[src/rtl/sub_16bit_seq.sv]
// Nibble-serial subtractor: a - b - bin, one SLICE-bit lookahead slice per clock.
// Latency: WIDTH/SLICE cycles from request handshake to done_valid (4 at defaults).
// Backpressure: result held in DONE until done_ready; start_ready low outside IDLE.
module sub_16bit_seq #(
  parameter int WIDTH = 16,
  parameter int SLICE = 4
) (
  input  logic             clk,
  input  logic             rst,
  input  logic             start_valid,
  output logic             start_ready,
  input  logic [WIDTH-1:0] a,
  input  logic [WIDTH-1:0] b,
  input  logic             bin,
  output logic [WIDTH-1:0] diff,
  output logic             bout,
  output logic             ovf,
  output logic             done_valid,
  input  logic             done_ready
);

  localparam int NS = WIDTH / SLICE;
  localparam int KW = (NS > 1) ? $clog2(NS) : 1;
  localparam logic [KW-1:0] K_LAST = KW'(NS - 1);

  typedef enum logic [1:0] {
    IDLE = 2'd0,
    RUN  = 2'd1,
    DONE = 2'd2
  } state_t;

  state_t           state;
  // Operands are shifted right each RUN cycle so the active slice is always the low SLICE bits.
  logic [WIDTH-1:0] a_sh;
  logic [WIDTH-1:0] b_sh;
  // Sign bits are kept separately because the shifters lose them before overflow is evaluated.
  logic             a_msb;
  logic             b_msb;
  logic [WIDTH-1:0] acc;
  logic             carry;
  logic [KW-1:0]    k;

  logic [SLICE-1:0] sa;
  logic [SLICE-1:0] sb;
  logic [SLICE-1:0] g;
  logic [SLICE-1:0] p;
  logic [SLICE-1:0] s;
  logic [SLICE:0]   c;
  logic             pterm;
  logic             gterm;
  logic [WIDTH-1:0] acc_next;

  assign start_ready = (state == IDLE);
  assign done_valid  = (state == DONE);

  // Current slice: a + ~b + carry with every carry expanded in lookahead form.
  always_comb begin
    sa    = a_sh[SLICE-1:0];
    sb    = ~b_sh[SLICE-1:0];
    g     = sa & sb;
    p     = sa ^ sb;
    c     = '0;
    pterm = 1'b0;
    gterm = 1'b0;
    c[0]  = carry;
    for (int i = 0; i < SLICE; i++) begin
      pterm = carry;
      for (int j = 0; j <= i; j++) begin
        pterm = pterm & p[j];
      end
      c[i+1] = pterm;
      for (int j = 0; j <= i; j++) begin
        gterm = g[j];
        for (int m = j + 1; m <= i; m++) begin
          gterm = gterm & p[m];
        end
        c[i+1] = c[i+1] | gterm;
      end
    end
    s = p ^ c[SLICE-1:0];
    // New slice enters at the top; after NS slices the accumulator is in natural bit order.
    acc_next = acc >> SLICE;
    acc_next[WIDTH-1 -: SLICE] = s;
  end

  // Control FSM plus operand, accumulator and result registers.
  always_ff @(posedge clk or posedge rst) begin
    if (rst) begin
      state <= IDLE;
      a_sh  <= '0;
      b_sh  <= '0;
      a_msb <= 1'b0;
      b_msb <= 1'b0;
      acc   <= '0;
      carry <= 1'b0;
      k     <= '0;
      diff  <= '0;
      bout  <= 1'b0;
      ovf   <= 1'b0;
    end else begin
      case (state)
        IDLE: begin
          if (start_valid) begin
            a_sh  <= a;
            b_sh  <= b;
            a_msb <= a[WIDTH-1];
            b_msb <= b[WIDTH-1];
            carry <= ~bin;
            k     <= '0;
            state <= RUN;
          end
        end
        RUN: begin
          a_sh  <= a_sh >> SLICE;
          b_sh  <= b_sh >> SLICE;
          acc   <= acc_next;
          carry <= c[SLICE];
          k     <= k + KW'(1);
          if (k == K_LAST) begin
            diff  <= acc_next;
            bout  <= ~c[SLICE];
            ovf   <= (a_msb != b_msb) && (acc_next[WIDTH-1] != a_msb);
            k     <= '0;
            state <= DONE;
          end
        end
        DONE: begin
          if (done_ready) begin
            state <= IDLE;
          end
        end
        default: state <= IDLE;
      endcase
    end
  end

endmodule

[config.mk]
export PLATFORM = sky130hd
export DESIGN_NAME = sub_16bit_seq
export DESIGN_NICKNAME = d
export VERILOG_FILES = /design/src/rtl/sub_16bit_seq.sv
export SDC_FILE = /design/constraint.sdc
export NUM_CORES = 1
export LEC_CHECK = 0
export BUFFER_PORTS_ARGS = -buffer_cell sky130_fd_sc_hd__clkbuf_2
export CAP_MARGIN = 5
export CORE_UTILIZATION = 35
export CTS_BUF_LIST = sky130_fd_sc_hd__clkbuf_8
export DETAILED_ROUTE_END_ITERATION = 12
export PLACE_DENSITY = 0.65
export REMOVE_ABC_BUFFERS = 1
export SLEW_MARGIN = 20
export SYNTH_ARGS = -nofsm -noshare
export SYNTH_HDL_FRONTEND = slang
export SYNTH_SLANG_ARGS = --single-unit
[constraint.sdc]
create_clock -name clk -period 2.6 [get_ports clk]
set_input_delay 0.13 -clock clk [delete_from_list [all_inputs] [get_ports clk]]
set_output_delay 0.13 -clock clk [all_outputs]
set_load 0.05 [all_outputs]
After elaboration in Yosys (flattened, before gate mapping)

Cells that the tools add are included.

Output and inout bits: 20
Word-level logic and storage cells: 66
Bits in registers: 73

Multiplexer cells: 13
Eq/ne operators: 8
Bitwise operators: 26
Reductions and logical operators: 7
Add/sub/neg operators: 1

Operators with widths:

| operator                                                                | number |
|---|---|
| 16-bit one-hot mux with 2 select lines                                  | 2 |
| 16-bit two-way mux                                                      | 2 |
| 1-bit AND                                                               | 10 |
| 2-bit two-way mux                                                       | 5 |
| 1-bit OR                                                                | 10 |
| 4-bit bitwise XOR                                                       | 2 |
| 2-bit one-hot mux with 3 select lines                                   | 1 |
| 2-bit AND reduction                                                     | 3 |
| 4-bit AND                                                               | 1 |
| 2-bit equality test, second input constant                              | 2 |
| 2-bit inequality test, second input constant                            | 2 |
| 4-bit NOT                                                               | 1 |
| 2-bit one-hot mux with 2 select lines                                   | 1 |
| 3-bit AND reduction                                                     | 1 |
| 2-bit by 1-bit adder with 2-bit output, second input constant           | 1 |
| 2-bit by 1-bit equality test with 1-bit output, second input constant   | 1 |
| 2-bit logical NOT                                                       | 1 |
| 1-bit inequality test                                                   | 2 |
| 2-bit by 1-bit inequality test with 1-bit output, second input constant | 1 |
| 1-bit NOT                                                               | 2 |
| 1-bit one-hot mux with 2 select lines                                   | 1 |
| 2-bit nonzero test                                                      | 1 |
| 1-bit logical AND                                                       | 1 |
| 1-bit two-way mux                                                       | 1 |

Depth between registers and ports, before layout

Depth after elaboration: 11
Depth in mapped cells: 7
Depth with buffers taken out: 7

Least setup slack after synthesis

No wires, ideal clock.

Path type: reg2reg
From: register b_sh[0]
To: register ovf
Slack: 0.654 ns
Cell stages (with the launch flop): 8
Data arrival time: 1.864 ns
Data required time: 2.518 ns
Cell sequence: dfrtp_1 inv_1 ha_1 ha_1 o211a_1 or3_4 a211o_1 a31oi_1

Word-level cells in the longest chain between the ends: 11
Elaborated cells on any way between the ends: 14
Classes of those cells: eq/ne: 1; bitwise: 12; reduce/logical: 1

Ends and longest elaborated chain:

| element                   | line | RTL |
|---|---|---|
| start, declared           | 35   | `logic [WIDTH-1:0] b_sh;` |
| start signal, assigned    | 115  | `b_sh <= b_sh >> SLICE;` |
| 4-bit NOT (*)             | 59   | `sb = ~b_sh[SLICE-1:0];` |
| 4-bit bitwise XOR         | 61   | `p = sa ^ sb;` |
| 1-bit AND (3 in a row)    | 69   | `pterm = pterm & p[j];` |
| 1-bit OR (*) (3 in a row) | 77   | `c[i+1] = c[i+1] \| gterm;` |
| 4-bit bitwise XOR (*)     | 80   | `s = p ^ c[SLICE-1:0];` |
| 1-bit inequality test (*) | 122  | `ovf <= (a_msb != b_msb) && (acc_next[WIDTH-1] != a_msb);` |
| 1-bit logical AND (*)     | 122  |  |
| end signal, assigned      | 122  |  |
| end, declared             | 17   | `output logic ovf,` |

Every way passes the cells marked *; elsewhere a longest branch is shown, timed or not.
A chain may end at the register's enable or synchronous reset.

Worst setup path after layout

Same ends and word-level chain as after synthesis.

==> metrics.md <==
| Metric | Value |
|---|---|
| Syn Area/Cell | 10.4 um2 |
| Sequential area share after synthesis | 0.575 |
| Post-synthesis cell count | 288 |
| Wire length per cell | 12.9 um |
| Share of layout cells above drive strength 1 | 0.269 |
| Drt first pass iters | 4 |
| DR vias/cell | 4.64 |
| Initial core utilization | 0.364 |
| 1st-iter DRT viols | 112 |
| Crit start category | flop |
| Tightest slew margin relative to the limit | 0.547 |
| Distinct cell type count after synthesis | 30 |
| Die Footprint | 8960 um2 |
| DP HPWL | 4080 um |
| Post-Route WL | 5950 um |
| CTS H-tree depth | 3 |
| Most frequent cells in the layout | nand2_1 (75), dfrtp_1 (69), clkbuf_2 (56), o21ai_0 (43), mux2i_1 (19) |
| Top-level I/O count | 57 |
| Fillers | 829 |
| Post-synth EDFFs | 0 |
| RSZ-0062 raised after global routing | no |
| DRC Markers | 0 |
| Leakage | 0.00181 uW |
| Grt ovf | 0 |
| Synth warn | 0 |
| Clk_skew | 0.00857 ns |
| Final-stage net count | 396 |
| Arrival time worst endpoint | 2.35 ns |
| Worst Tran Pin Value | 0.678 ns |
| Root Driver | clkbuf_8 |
| Mapped cell area | 3010 um2 |
| Input/output buffers | 56 |
| CTS tree | yes |
| Commonest non-fill, non-tap cell in the layout | nand2_1 |
| Number of setup buffers added after CTS | 0 |
| R2r startpoint | b_sh[0] |
| R2r setup slk | 0.52 ns |
| Area growth, synth to finish | 22.8% |
| Fin crit share | 0.798 |
| Worst Reg-to-Reg Cells | 7 |
| Synth async-reset ratio | 1.00 |
| Placed Instance Area | 3410 um2 |
| Cell area after layout | 3690 um2 |
| Largest net degree at the start of global routing | 49 |
| Remaining antenna violation count | 0 |
| Total core area | 8260 um2 |
| GRT Total Usage | 0.149 |
| First-pass GRT wire length | 9980 um |
| GR Layer Usage met2 | 0.228 |
| Global route hottest layer | met2 |
| Min-delay worst type | in2reg |
| Antenna fix cells | 0 |
| Tmin final | 2.08 ns |
| Final setup vio count | 0 |
| Max Slew Vio Count | 0 |
| Initial antenna violation count | 0 |
| CP Class | reg2reg |
| Number of synthesized register bits | 69 |
| Worst setup EP type | flop |
| Fmax | 482 MHz |
| Most used DFF post-synth | dfrtp_1 |
| Global placement routability congestion | 0.811 |
| CP Launch Point | b_sh[0] |
| Clk_lat worst skew | 0.35 ns |
| Via Count | 2145 |
| CTS Sinks | 69 |
| Die H | 94.7 um |
| Worst reg2reg endpoint | ovf |
| Grt met1 use | 0.189 |
| Vias in the first global route | 2154 |
| Die Wd | 94.7 um |
| # rows | 33 |
| Crit Path Max Fanout | 3 |
| Clock-pin transition on the worst setup and hold timing paths | 0.07 ns |
| Clock buffer count from CTS | 9 |
| Req. time, crit path | 2.87 ns |
| Critical path capture point | ovf |
| Met3 usage in global routing | 0.0548 |
| Util after Layout | 0.447 |
| Final Hold Violating Endpoints | 0 |
| Max-Cap Viols | 0 |
| Outcome | completed |
| Pwr/cell area | 1320 nW/um2 |
| Max clock buf depth | 2 |
| Max IR drop VDD | 0.485 mV |
what timing repair did:
action                                 CTS  global route
hold buffers                             8             0
gates resized for setup                  0             0
endpoints found under the hold margin   37             0
critical path, cell delays in order, from the launching register on:
cell and delay (ns):
dfrtp_1 0.38, inv_1 0.08, ha_1 0.27, ha_1 0.21, o211a_1 0.24, or3_4 0.37
a211o_1 0.29, a31oi_1 0.15
cells in the mapped netlist, types with 2 or more instances:
cell type,instances,share of area
a22o_1,2,0.0058
nand2_1,75,0.094
o21ai_0,43,0.072
mux2i_1,19,0.063
mux2_2,14,0.052
inv_1,10,0.012
a21oi_1,6,0.010
buf_2,9,0.015
clkbuf_1,6,0.0075
dfrtp_1,69,0.57
ha_1,6,0.025
nand2b_1,4,0.0083
nor2_1,7,0.0087
nor2b_1,2,0.0042
through the flow:
step	power [uW]	setup slack, ns	hold slack (ns)	setup TNS [ns]	cells
4_1_cts	4940	0.540	0.0134	0	462
3_5_place_dp	4050	0.568	0.265	0	438
3_3_place_gp	3970	0.610	0.251	0	438
2_1_floorplan	3440	-1.18	0.238	-29.52	271
5_1_grt	5280	0.441	0.0402	0	462
6_report	4880	0.524	0.0220	0	462
final cells by class:
| type | instances | area [um2] | share of cell area |
|---|---|---|---|
| Multi-Input combinational cell | 192 | 1180 | 0.319 |
| Tap cell | 105 | 131 | 0.0356 |
| Sequential cell | 69 | 1730 | 0.468 |
| Clock inverter | 6 | 62.6 | 0.0170 |
| Timing Repair Buffer | 70 | 418 | 0.113 |
| Inverter | 10 | 37.5 | 0.0102 |
| Clock buffer | 10 | 138 | 0.0373 |
report_power, final:
group          switching [uW]  internal [uW]
clock network             402            467
logic                    1440            756
registers                 275           1550
how the worst min path moves through the flow:
stage               start        to  slack, ns  depth (start not counted)
2_1_floorplan  done_ready  state[1]       0.24                          1
3_3_place_gp          rst    acc[4]       0.25                          2
3_5_place_dp          rst    acc[4]       0.27                          2
4_1_cts             a[15]     a_msb       0.01                          3
5_1_grt             b[15]  b_sh[15]       0.04                          2
6_report            a[15]     a_msb       0.02                          3
layer usage:
metal  routed length (um)  vias to the layer above
li1                     -                     1086
met1                 2850                      994
met2                 2660                       55
met3                  334                       10
met4                  109                        0
met5                    0                        -
state kept, by name, indices dropped and copies added (netlist names):
signal / cells
diff: 16
a_sh: 16
carry: 1
ovf: 1
a_msb: 1
acc: 12
b_sh: 16
bout: 1
k: 2
state: 2
b_msb: 1
logic make-up (layout without fill, tap and decap cells):
group / Yosys count / in the layout / share of synthesized area
simple gates: 91 / 91 / 0.125
flops: 69 / 69 / 0.575
compound gates: 59 / 59 / 0.109
mux: 33 / 33 / 0.116
buf+inv: 27 / 96 / 0.0387
fa+ha+maj: 7 / 7 / 0.0316
xor+xnor: 2 / 2 / 0.00583
(Power assumes the default switching activity.)
